<file path="config.mk">
export PLATFORM = sky130hd
export DESIGN_NAME = sample_avg_stage
export DESIGN_NICKNAME = d
export VERILOG_FILES = /design/src/rtl/sample_avg_stage.sv
export SDC_FILE = /design/constraint.sdc
export NUM_CORES = 1
export LEC_CHECK = 0
export ABC_CLOCK_PERIOD_IN_PS = 6500
export CAP_MARGIN = 20
export CORE_MARGIN = 10
export CORE_UTILIZATION = 32
export CTS_CLUSTER_SIZE = 16
export DETAILED_ROUTE_END_ITERATION = 7
export GPL_TIMING_DRIVEN = 0
export PLACE_DENSITY = 0.51
export SYNTH_ARGS = -nofsm -noshare
export SYNTH_HDL_FRONTEND = slang
export SYNTH_SLANG_ARGS = --single-unit
</file>
<file path="constraint.sdc">
create_clock -name clk -period 6.5 [get_ports clk]
set_clock_uncertainty 0.15 [all_clocks]
set_input_delay 1.3 -clock clk [delete_from_list [all_inputs] [get_ports clk]]
set_output_delay 1.3 -clock clk [all_outputs]
set_load 0.02 [all_outputs]
</file>
<file path="src/rtl/sample_avg_stage.sv">
// Sequences the Sample ROM through one pass of addresses and runs each returned sample
// through a 2**LOG2_TAPS-tap moving-average filter, presented on a valid/ready output.
module sample_avg_stage #(
  parameter int NUM_SAMPLES = 1024,
  parameter int LOG2_TAPS   = 3,
  parameter int ADDR_W      = 10,
  parameter int DATA_W      = 16
) (
  input  logic              clk,
  input  logic              reset,
  input  logic              start,
  output logic [ADDR_W-1:0] addr,
  input  logic [DATA_W-1:0] rom_data,
  output logic [DATA_W-1:0] out_data,
  output logic              out_valid,
  input  logic              out_ready,
  output logic              busy,
  output logic              done
);

  localparam int TAPS  = 2 ** LOG2_TAPS;
  localparam int SUM_W = DATA_W + LOG2_TAPS;
  localparam logic [ADDR_W-1:0] LAST = ADDR_W'(NUM_SAMPLES - 1);

  typedef enum logic [2:0] {IDLE, FETCH, CAPT, OUT, DONE} state_t;

  state_t                   state, state_next;
  logic signed [DATA_W-1:0] taps [TAPS];
  logic signed [SUM_W-1:0]  sum, sum_next;
  logic [ADDR_W-1:0]        count;

  always_ff @(posedge clk) begin
    if (reset) state <= IDLE;
    else       state <= state_next;
  end

  always_comb begin
    state_next = state;
    unique case (state)
      IDLE:    if (start) state_next = FETCH;
      FETCH:   state_next = CAPT;
      CAPT:    state_next = OUT;
      OUT:     if (out_ready) state_next = (count == LAST) ? DONE : FETCH;
      DONE:    state_next = IDLE;
      default: state_next = IDLE;
    endcase
  end

  assign busy = (state != IDLE);
  assign done = (state == DONE);

  // Running sum of the window: add the new sample, drop the one leaving the delay line.
  assign sum_next = sum + SUM_W'($signed(rom_data)) - SUM_W'(taps[TAPS-1]);

  always_ff @(posedge clk) begin
    if (reset) begin
      addr      <= '0;
      out_data  <= '0;
      out_valid <= 1'b0;
      sum       <= '0;
      count     <= '0;
      for (int i = 0; i < TAPS; i++) taps[i] <= '0;
    end else begin
      unique case (state)
        IDLE: begin
          if (start) begin
            addr  <= '0;
            sum   <= '0;
            count <= '0;
            for (int i = 0; i < TAPS; i++) taps[i] <= '0;
          end
        end
        CAPT: begin
          taps[0] <= $signed(rom_data);
          for (int i = TAPS - 1; i > 0; i--) taps[i] <= taps[i-1];
          sum       <= sum_next;
          out_data  <= DATA_W'(sum_next >>> LOG2_TAPS);
          out_valid <= 1'b1;
        end
        OUT: begin
          if (out_ready) begin
            out_valid <= 1'b0;
            // addr tracks count, so it stops at the last sample instead of wrapping
            if (count != LAST) begin
              count <= count + 1'b1;
              addr  <= addr + 1'b1;
            end
          end
        end
        default: ;
      endcase
    end
  end

endmodule
</file>
==> flow_metrics.env, run 1 <==
export IMPL_outcome="completed"
export IMPL_worstPathMaxFanout=4
export IMPL_holdPathStages=2
export IMPL_ios=49
export IMPL_ys_ff_latch=187
export IMPL_ant_nets=0
export IMPL_tightest_slew_ns=0.7605
export IMPL_power_leakage_nw=4.073
export IMPL_synthDistinctLibCells=49
export IMPL_diodes=0
export IMPL_cp_endpoint="out_data[11]"
export IMPL_reg2reg_depth=8
export IMPL_crit_chain="clkdlybuf4s50_1 > inv_1 > fa_1 > fa_1 > nand2b_1 > a21oi_1 > o21ai_1 > o311ai_2 > xnor2_1 > o21ai_0"
export IMPL_h_tree_depth=4
export IMPL_wirelength_um=17460
export IMPL_async_flop_share=0
export IMPL_drive_above_1_share=0.06999
export IMPL_cp_common_cell="fa_1"
export IMPL_ir_drop_mv=0.1643
export IMPL_timing_rr_end="out_data[11]"
export IMPL_row_count=59
export IMPL_ys_warn_count=0
export IMPL_ys_top_cells_by_area="edfxtp_1 35%, dfxtp_1 22%, and2_1 7.7%"
export IMPL_post_dp_cell_area_um2=9314
export IMPL_timing_final_max_slew_violations=0
export IMPL_syn_area_per_cell_um2=10.97
export IMPL_yosys_area_top_type="edfxtp_1"
export IMPL_clock_latency_ns=0.43
export IMPL_power_density_nw_per_um2=304.0
export IMPL_synth_flop_cell="edfxtp_1"
export IMPL_dp_cells=1146
export IMPL_setup_tns_ns=0
export IMPL_timing_max_slew_rel_slack=0.4891
export IMPL_critPathKind="in -> reg"
export IMPL_track_usage=0.1079
export IMPL_synthesis_area_um2=8338
export IMPL_cts_sinks=187
export IMPL_reg2reg_slack_ns=3.48
export IMPL_vias=5276
export IMPL_startpoint_type="primary input"
export IMPL_layoutNonFillerInstCount=1178
export IMPL_finalPower_mw=3.009
export IMPL_die_width_um=181.4
export IMPL_finalWeightedCongestion=0.8340
export IMPL_critical_path_max_stage_delay_ns=0.53
export IMPL_clkTransAtPathRegs_ns=0.07
export IMPL_final_util=0.3831
export IMPL_fmax_ghz=0.2432
export IMPL_hold_viol=0
export IMPL_antenna_found_initial=0
export IMPL_rsz0062_at_grt="false"
export IMPL_syn_inst=760
export IMPL_cts_resized=0
export IMPL_vias_per_cell=4.479
export IMPL_fin_crit_ns=4.112
export IMPL_drv_cap=0
export IMPL_tritoncts="built"
export IMPL_wire_per_inst_um=14.82
export IMPL_firstDrtPassIters=5
export IMPL_ys_seq_area_frac=0.5642
export IMPL_area_growth_pct=18.73
export IMPL_critPathRequiredTime_ns=6.63
export IMPL_grt_pass1_vias=5107
export IMPL_finalSetupViolations=0
export IMPL_overflow=0
export IMPL_postSynthNetCount=820
export IMPL_drc=0
export IMPL_cts_root_buf="clkbuf_16"
export IMPL_numPortBuffers=48
export IMPL_grt_max_degree=35
export IMPL_core_um2=25840
export IMPL_numCtsBuffers=17
export IMPL_slowest_stage="fa_1"
export IMPL_ctsHoldBuffers=0
export IMPL_synth_edf_count=96
export IMPL_dieArea_um2=32910
export IMPL_stdcell_area_um2=9899
export IMPL_end_kind="flop"
export IMPL_worstPathArrival_ns=4.24
export IMPL_dp_hpwl_um=12950
export IMPL_cts_buffer_depth=2
export IMPL_finalNetCount=890
export IMPL_final_period_utilization=0.6325
export IMPL_fp_dieH_um=181.4
export IMPL_start_util=0.3227
export IMPL_grt_pass1_wl_um=28240
export IMPL_first_iter_violations=405
export IMPL_hold_class="reg -> reg"
export IMPL_worstReg2RegStart="taps[1][49]"
export IMPL_postCtsSetupRepairBufs=0
export IMPL_synth_top_area_share=0.3457
export IMPL_n_fill_cell=2533
export IMPL_startpoint="rom_data[1]"
[registers in the layout, summed over array words and instances, names as in the netlist]
register	count
taps	128
out_valid	1
addr	10
count	10
state	3
out_data	16
sum	19
[worst max-delay path: cells and delay by family]
family | cells | cell delay, ns
adders and majority gates | 2 | 1.01
AOI/OAI and AO/OA | 4 | 0.93
buffers and inverters | 2 | 0.57
xor gates and xnor gates | 1 | 0.24
and+or+nand+nor | 1 | 0.18
[cell usage after synthesis (6+ instances only)]
cell / count
and3_1: 6
clkbuf_1: 21
buf_2: 12
xor2_1: 22
fa_1: 18
and2_1: 102
nor3_1: 6
nand2b_1: 11
o22ai_1: 7
a21o_1: 14
nand2_1: 35
dfxtp_1: 91
a22oi_1: 32
a21oi_1: 23
nand4_1: 15
nand3_1: 13
edfxtp_1: 96
nor2_1: 62
inv_1: 77
ha_1: 22
o211ai_1: 6
o21ai_0: 20
xnor2_1: 9
[cells by family (layout without fill, tap and decap cells)]
logic type,after synthesis,in the layout,synth area share
simple gates,264,264,0.1690
compound gates,120,120,0.09874
mux,4,4,0.004802
buf+inv,114,197,0.05447
fa+ha+maj,40,40,0.07623
flops,187,187,0.5642
xor+xnor,31,31,0.03256
[power by group]
| group | internal, mW | switching [mW] | total [mW] |
|---|---|---|---|
| clock | 0.577 | 0.467 | 1.04 |
| sequential | 1.33 | 0.0308 | 1.36 |
| combinational | 0.240 | 0.366 | 0.606 |
[area by class of cell]
cell class | instances | area, µm² | area share
Clock inverter | 14 | 156.4 | 0.01580
Timing Repair Buffer | 51 | 555.5 | 0.05612
Inverter | 77 | 289.0 | 0.02920
Sequential cell | 187 | 4705 | 0.4752
Multi-Input combinational cell | 459 | 3179 | 0.3212
Tap cell | 335 | 419.2 | 0.04234
Clock buffer | 18 | 429.2 | 0.04335
Buffer | 37 | 166.4 | 0.01681
[worst min path at each step]
| stage | end | start | slack, ns |
|---|---|---|---|
| 6_report | out_data[1] | out_data[1] | 0.29 |
| 5_1_grt | sum[13] | sum[13] | 0.32 |
| 4_1_cts | out_data[1] | out_data[1] | 0.30 |
| 3_5_place_dp | out_data[1] | out_data[1] | 0.28 |
| 3_3_place_gp | out_data[3] | out_data[3] | 0.28 |
| 2_1_floorplan | sum[10] | sum[10] | 0.28 |
[routing by layer]
layer	global-route usage	part of all wire
met1	0.1471	0.51
met2	0.1660	0.45
met3	0.02664	0.033
met4	0.03026	0.010
met5	0	0
[stage by stage]
stage / worst slack [ns] / hold WS (ns)
3_3_place_gp: 1.670 / 0.2827
2_1_floorplan: 2.869 / 0.2764
3_5_place_dp: 1.949 / 0.2837
6_report: 2.388 / 0.2922
4_1_cts: 2.388 / 0.2957
5_1_grt: 2.270 / 0.3186
[cells in the final DEF, fill, tap and decap left out, types with 12 or more instances in the layout]
cell,n
a21oi_1,23
o21ai_0,20
nand2_1,35
clkbuf_16,17
buf_2,12
dfxtp_1,91
clkbuf_1,21
edfxtp_1,96
nor2_1,62
and2_1,102
a22oi_1,32
xor2_1,22
nand4_1,15
ha_1,22
inv_1,77
a21o_1,14
fa_1,18
clkdlybuf4s50_1,48
nand3_1,13
Note: power is estimated with default switching activity, not from simulation.
==> inputs of run 2 (changes only) <==
Settings changed: ABC_CLOCK_PERIOD_IN_PS 6500 to 3850.
Clock period 6.5 ns to 3.85 ns, I/O delays scaled along.
==> results of run 2 <==
Same layout as run 1 (identical final DEF). Status: completed.
Among the figures that moved: setup slack after placement 1.949 ns -> -0.1712 ns; setup slack after layout 2.388 ns -> 0.2684 ns; register-to-register setup slack 3.48 ns -> 0.83 ns; total power 3.009 mW -> 5.081 mW; worst IR drop on VDD 0.1643 mV -> 0.2774 mV
==> inputs of run 3 (changes only) <==
Settings changed: ABC_AREA set to 1.
==> run 3 against run 2 <==
Effect of this change:
- critical path depth up 1
- first-iteration DRC count shrank 3.2%
- cell area up 5.5%
- global-route usage is 1.4 points higher
- maximum frequency increased by 4.3%
- sequential power increased by 5%
==> flow_metrics.env, run 3 <==
export IMPL_yosys_area_top_type="edfxtp_1"
export IMPL_ys_seq_area_frac=0.5302
export IMPL_fin_crit_ns=3.435
export IMPL_critPathKind="in -> reg"
export IMPL_critPathRequiredTime_ns=3.99
export IMPL_area_growth_pct=17.75
export IMPL_track_usage=0.1222
export IMPL_cts_root_buf="clkbuf_16"
export IMPL_hold_class="reg -> reg"
export IMPL_final_util=0.3855
export IMPL_numCtsBuffers=17
export IMPL_holdPathStages=2
export IMPL_final_cell_mix="257 x nand2_1, 217 x inv_1, 148 x nor2_1"
export IMPL_ys_warn_count=0
export IMPL_min_to="out_data[14]"
export IMPL_end_kind="flop"
export IMPL_vias=6429
export IMPL_wire_per_inst_um=13.77
export IMPL_finalSetupViolations=0
export IMPL_drv_cap=0
export IMPL_layoutNonFillerInstCount=1513
export IMPL_synthDistinctLibCells=36
export IMPL_clock_latency_ns=0.44
export IMPL_outcome="completed"
export IMPL_stdcell_area_um2=10450
export IMPL_dp_cells=1481
export IMPL_slowest_stage="clkdlybuf4s50_1"
export IMPL_reg2reg_slack_ns=1.05
export IMPL_clkTransAtPathRegs_ns=0.07
export IMPL_power_leakage_nw=4.361
export IMPL_drc=0
export IMPL_hold_viol=0
export IMPL_antenna_found_initial=0
export IMPL_crit_chain="clkdlybuf4s50_1 > inv_1 > fa_1 > inv_1 > ha_1 > nand2_1 > inv_1 > a21oi_1 > nand3_1 > o21ai_0 > o21ai_0"
export IMPL_rsz0062_at_grt="false"
export IMPL_regMostFlops="taps"
export IMPL_ys_ff_latch=187
export IMPL_diodes=0
export IMPL_syn_inst=1059
export IMPL_worstPathMaxFanout=5
export IMPL_worstPathArrival_ns=3.57
export IMPL_die_width_um=186.5
export IMPL_post_dp_cell_area_um2=9874
export IMPL_fmax_ghz=0.2911
export IMPL_ios=49
export IMPL_vias_per_cell=4.249
export IMPL_final_common_cell="nand2_1"
export IMPL_timing_rr_end="sum[9]"
export IMPL_async_flop_share=0
export IMPL_hold_start="out_data[14]"
export IMPL_fp_dieH_um=186.5
export IMPL_ctsHoldBuffers=0
export IMPL_start_util=0.3274
export IMPL_tightest_slew_ns=0.9342
export IMPL_largest_reg_flops=128
export IMPL_synth_top_area_share=0.3249
export IMPL_row_count=60
export IMPL_grt_pass1_wl_um=34040
export IMPL_cts_sinks=187
export IMPL_cp_common_cell="inv_1"
export IMPL_synth_edf_count=96
export IMPL_power_density_nw_per_um2=525.8
export IMPL_ant_nets=0
export IMPL_cts_resized=0
export IMPL_startpoint_type="primary input"
export IMPL_syn_area_per_cell_um2=8.379
export IMPL_final_period_utilization=0.8922
export IMPL_critical_path_max_stage_delay_ns=0.57
export IMPL_synthesis_area_um2=8874
export IMPL_dieArea_um2=34790
export IMPL_reg2reg_depth=10
export IMPL_first_iter_violations=392
export IMPL_firstDrtPassIters=5
export IMPL_worstReg2RegStart="sum[8]"
export IMPL_numPortBuffers=48
export IMPL_postSynthNetCount=1119
export IMPL_h_tree_depth=4
export IMPL_overflow=0
export IMPL_finalNetCount=1188
export IMPL_finalPower_mw=5.494
export IMPL_tritoncts="built"
export IMPL_cts_buffer_depth=2
export IMPL_reg_top3="taps x128, sum x19, out_data x16"
export IMPL_finalWeightedCongestion=0.8648
export IMPL_core_um2=27100
export IMPL_timing_final_max_slew_violations=0
export IMPL_grt_max_degree=42
export IMPL_setup_tns_ns=0
export IMPL_drive_above_1_share=0.07187
export IMPL_timing_max_slew_rel_slack=0.3772
export IMPL_postCtsSetupRepairBufs=0
export IMPL_yosysMostFrequentCell="nand2_1"
export IMPL_synthTopCellsByCount="257 x nand2_1, 217 x inv_1, 148 x nor2_1"
export IMPL_ys_top_cells_by_area="edfxtp_1 32%, dfxtp_1 21%, nand2_1 11%"
export IMPL_grt_pass1_vias=6326
export IMPL_ir_drop_mv=0.3362
export IMPL_wirelength_um=20830
export IMPL_synth_flop_cell="edfxtp_1"
export IMPL_dp_hpwl_um=15380
[run 3: cell count changes after synthesis, moves of 11 or more]
| cell | delta |
|---|---|
| buf_2 | +11 |
| a22oi_1 | -32 |
| nand2_1 | +222 |
| a21oi_1 | +43 |
| and2_1 | -100 |
| clkbuf_1 | -16 |
| a21o_1 | -14 |
| nor2_1 | +86 |
| xor2_1 | -14 |
| nand3_1 | +18 |
| nand2b_1 | -11 |
| inv_1 | +140 |
| nand4_1 | -14 |
[run 3: how the worst max path moves through the flow]
stage,start,to,slack (ns),cells past startpoint
after global placement,rom_data[4],sum[9],-0.03,11
final,rom_data[8],sum[9],0.42,11
after floorplan,rom_data[3],sum[8],1.02,13
after global routing,rom_data[8],sum[9],0.21,11
after CTS,rom_data[8],sum[9],0.39,11
after detailed placement,rom_data[8],sum[9],-0.07,11
[run 3: cell type report]
| type | count | area (µm²) |
|---|---|---|
| flip-flops and latches | 187 | 4705 |
| clock inverters | 14 | 145.1 |
| clock buffers | 18 | 429.2 |
| multi-input cells | 619 | 3161 |
| plain buffers | 32 | 178.9 |
| fillers | 2769 | 16650 |
| repair buffers | 50 | 535.5 |
| inverters | 221 | 829.5 |
| well taps | 372 | 465.4 |
[run 3: stage by stage]
stage,hold slack [ns],worst slack [ns]
3_5_place_dp,0.2919,-0.07180
6_report,0.3014,0.4150
5_1_grt,0.3166,0.2053
4_1_cts,0.3042,0.3861
3_3_place_gp,0.2906,-0.03333
2_1_floorplan,0.2768,1.018
[run 3: power breakdown]
part | internal, mW | switching, mW | leakage (nW)
Combinational | 0.479 | 0.874 | 2.30
Clock | 0.917 | 0.823 | 0.285
Sequential | 2.32 | 0.0855 | 1.78
[run 3: cell families after synthesis]
kind of cell    count (synthesis)  share of synthesized area
buf+inv                       253                     0.1136
flops                         187                     0.5302
simple gates                  471                     0.2171
compound gates                 97                    0.05654
fa+ha+maj                      40                    0.07163
xor+xnor                       11                    0.01086
[run 3: critical path, delay by kind of cell]
kind,cells,cell delay [ns]
fa+ha+maj,2,0.90
buf+inv,4,0.77
compound gates,3,0.71
simple gates,2,0.43
[run 3: metal layers]
metal | up-vias | global-route usage | wire length, µm
met5 | - | 0 | 0
met4 | 0 | 0.03846 | 269
met3 | 15 | 0.02607 | 496
met2 | 64 | 0.1962 | 9781
met1 | 2972 | 0.1607 | 10280
li1 | 3378 | - | -
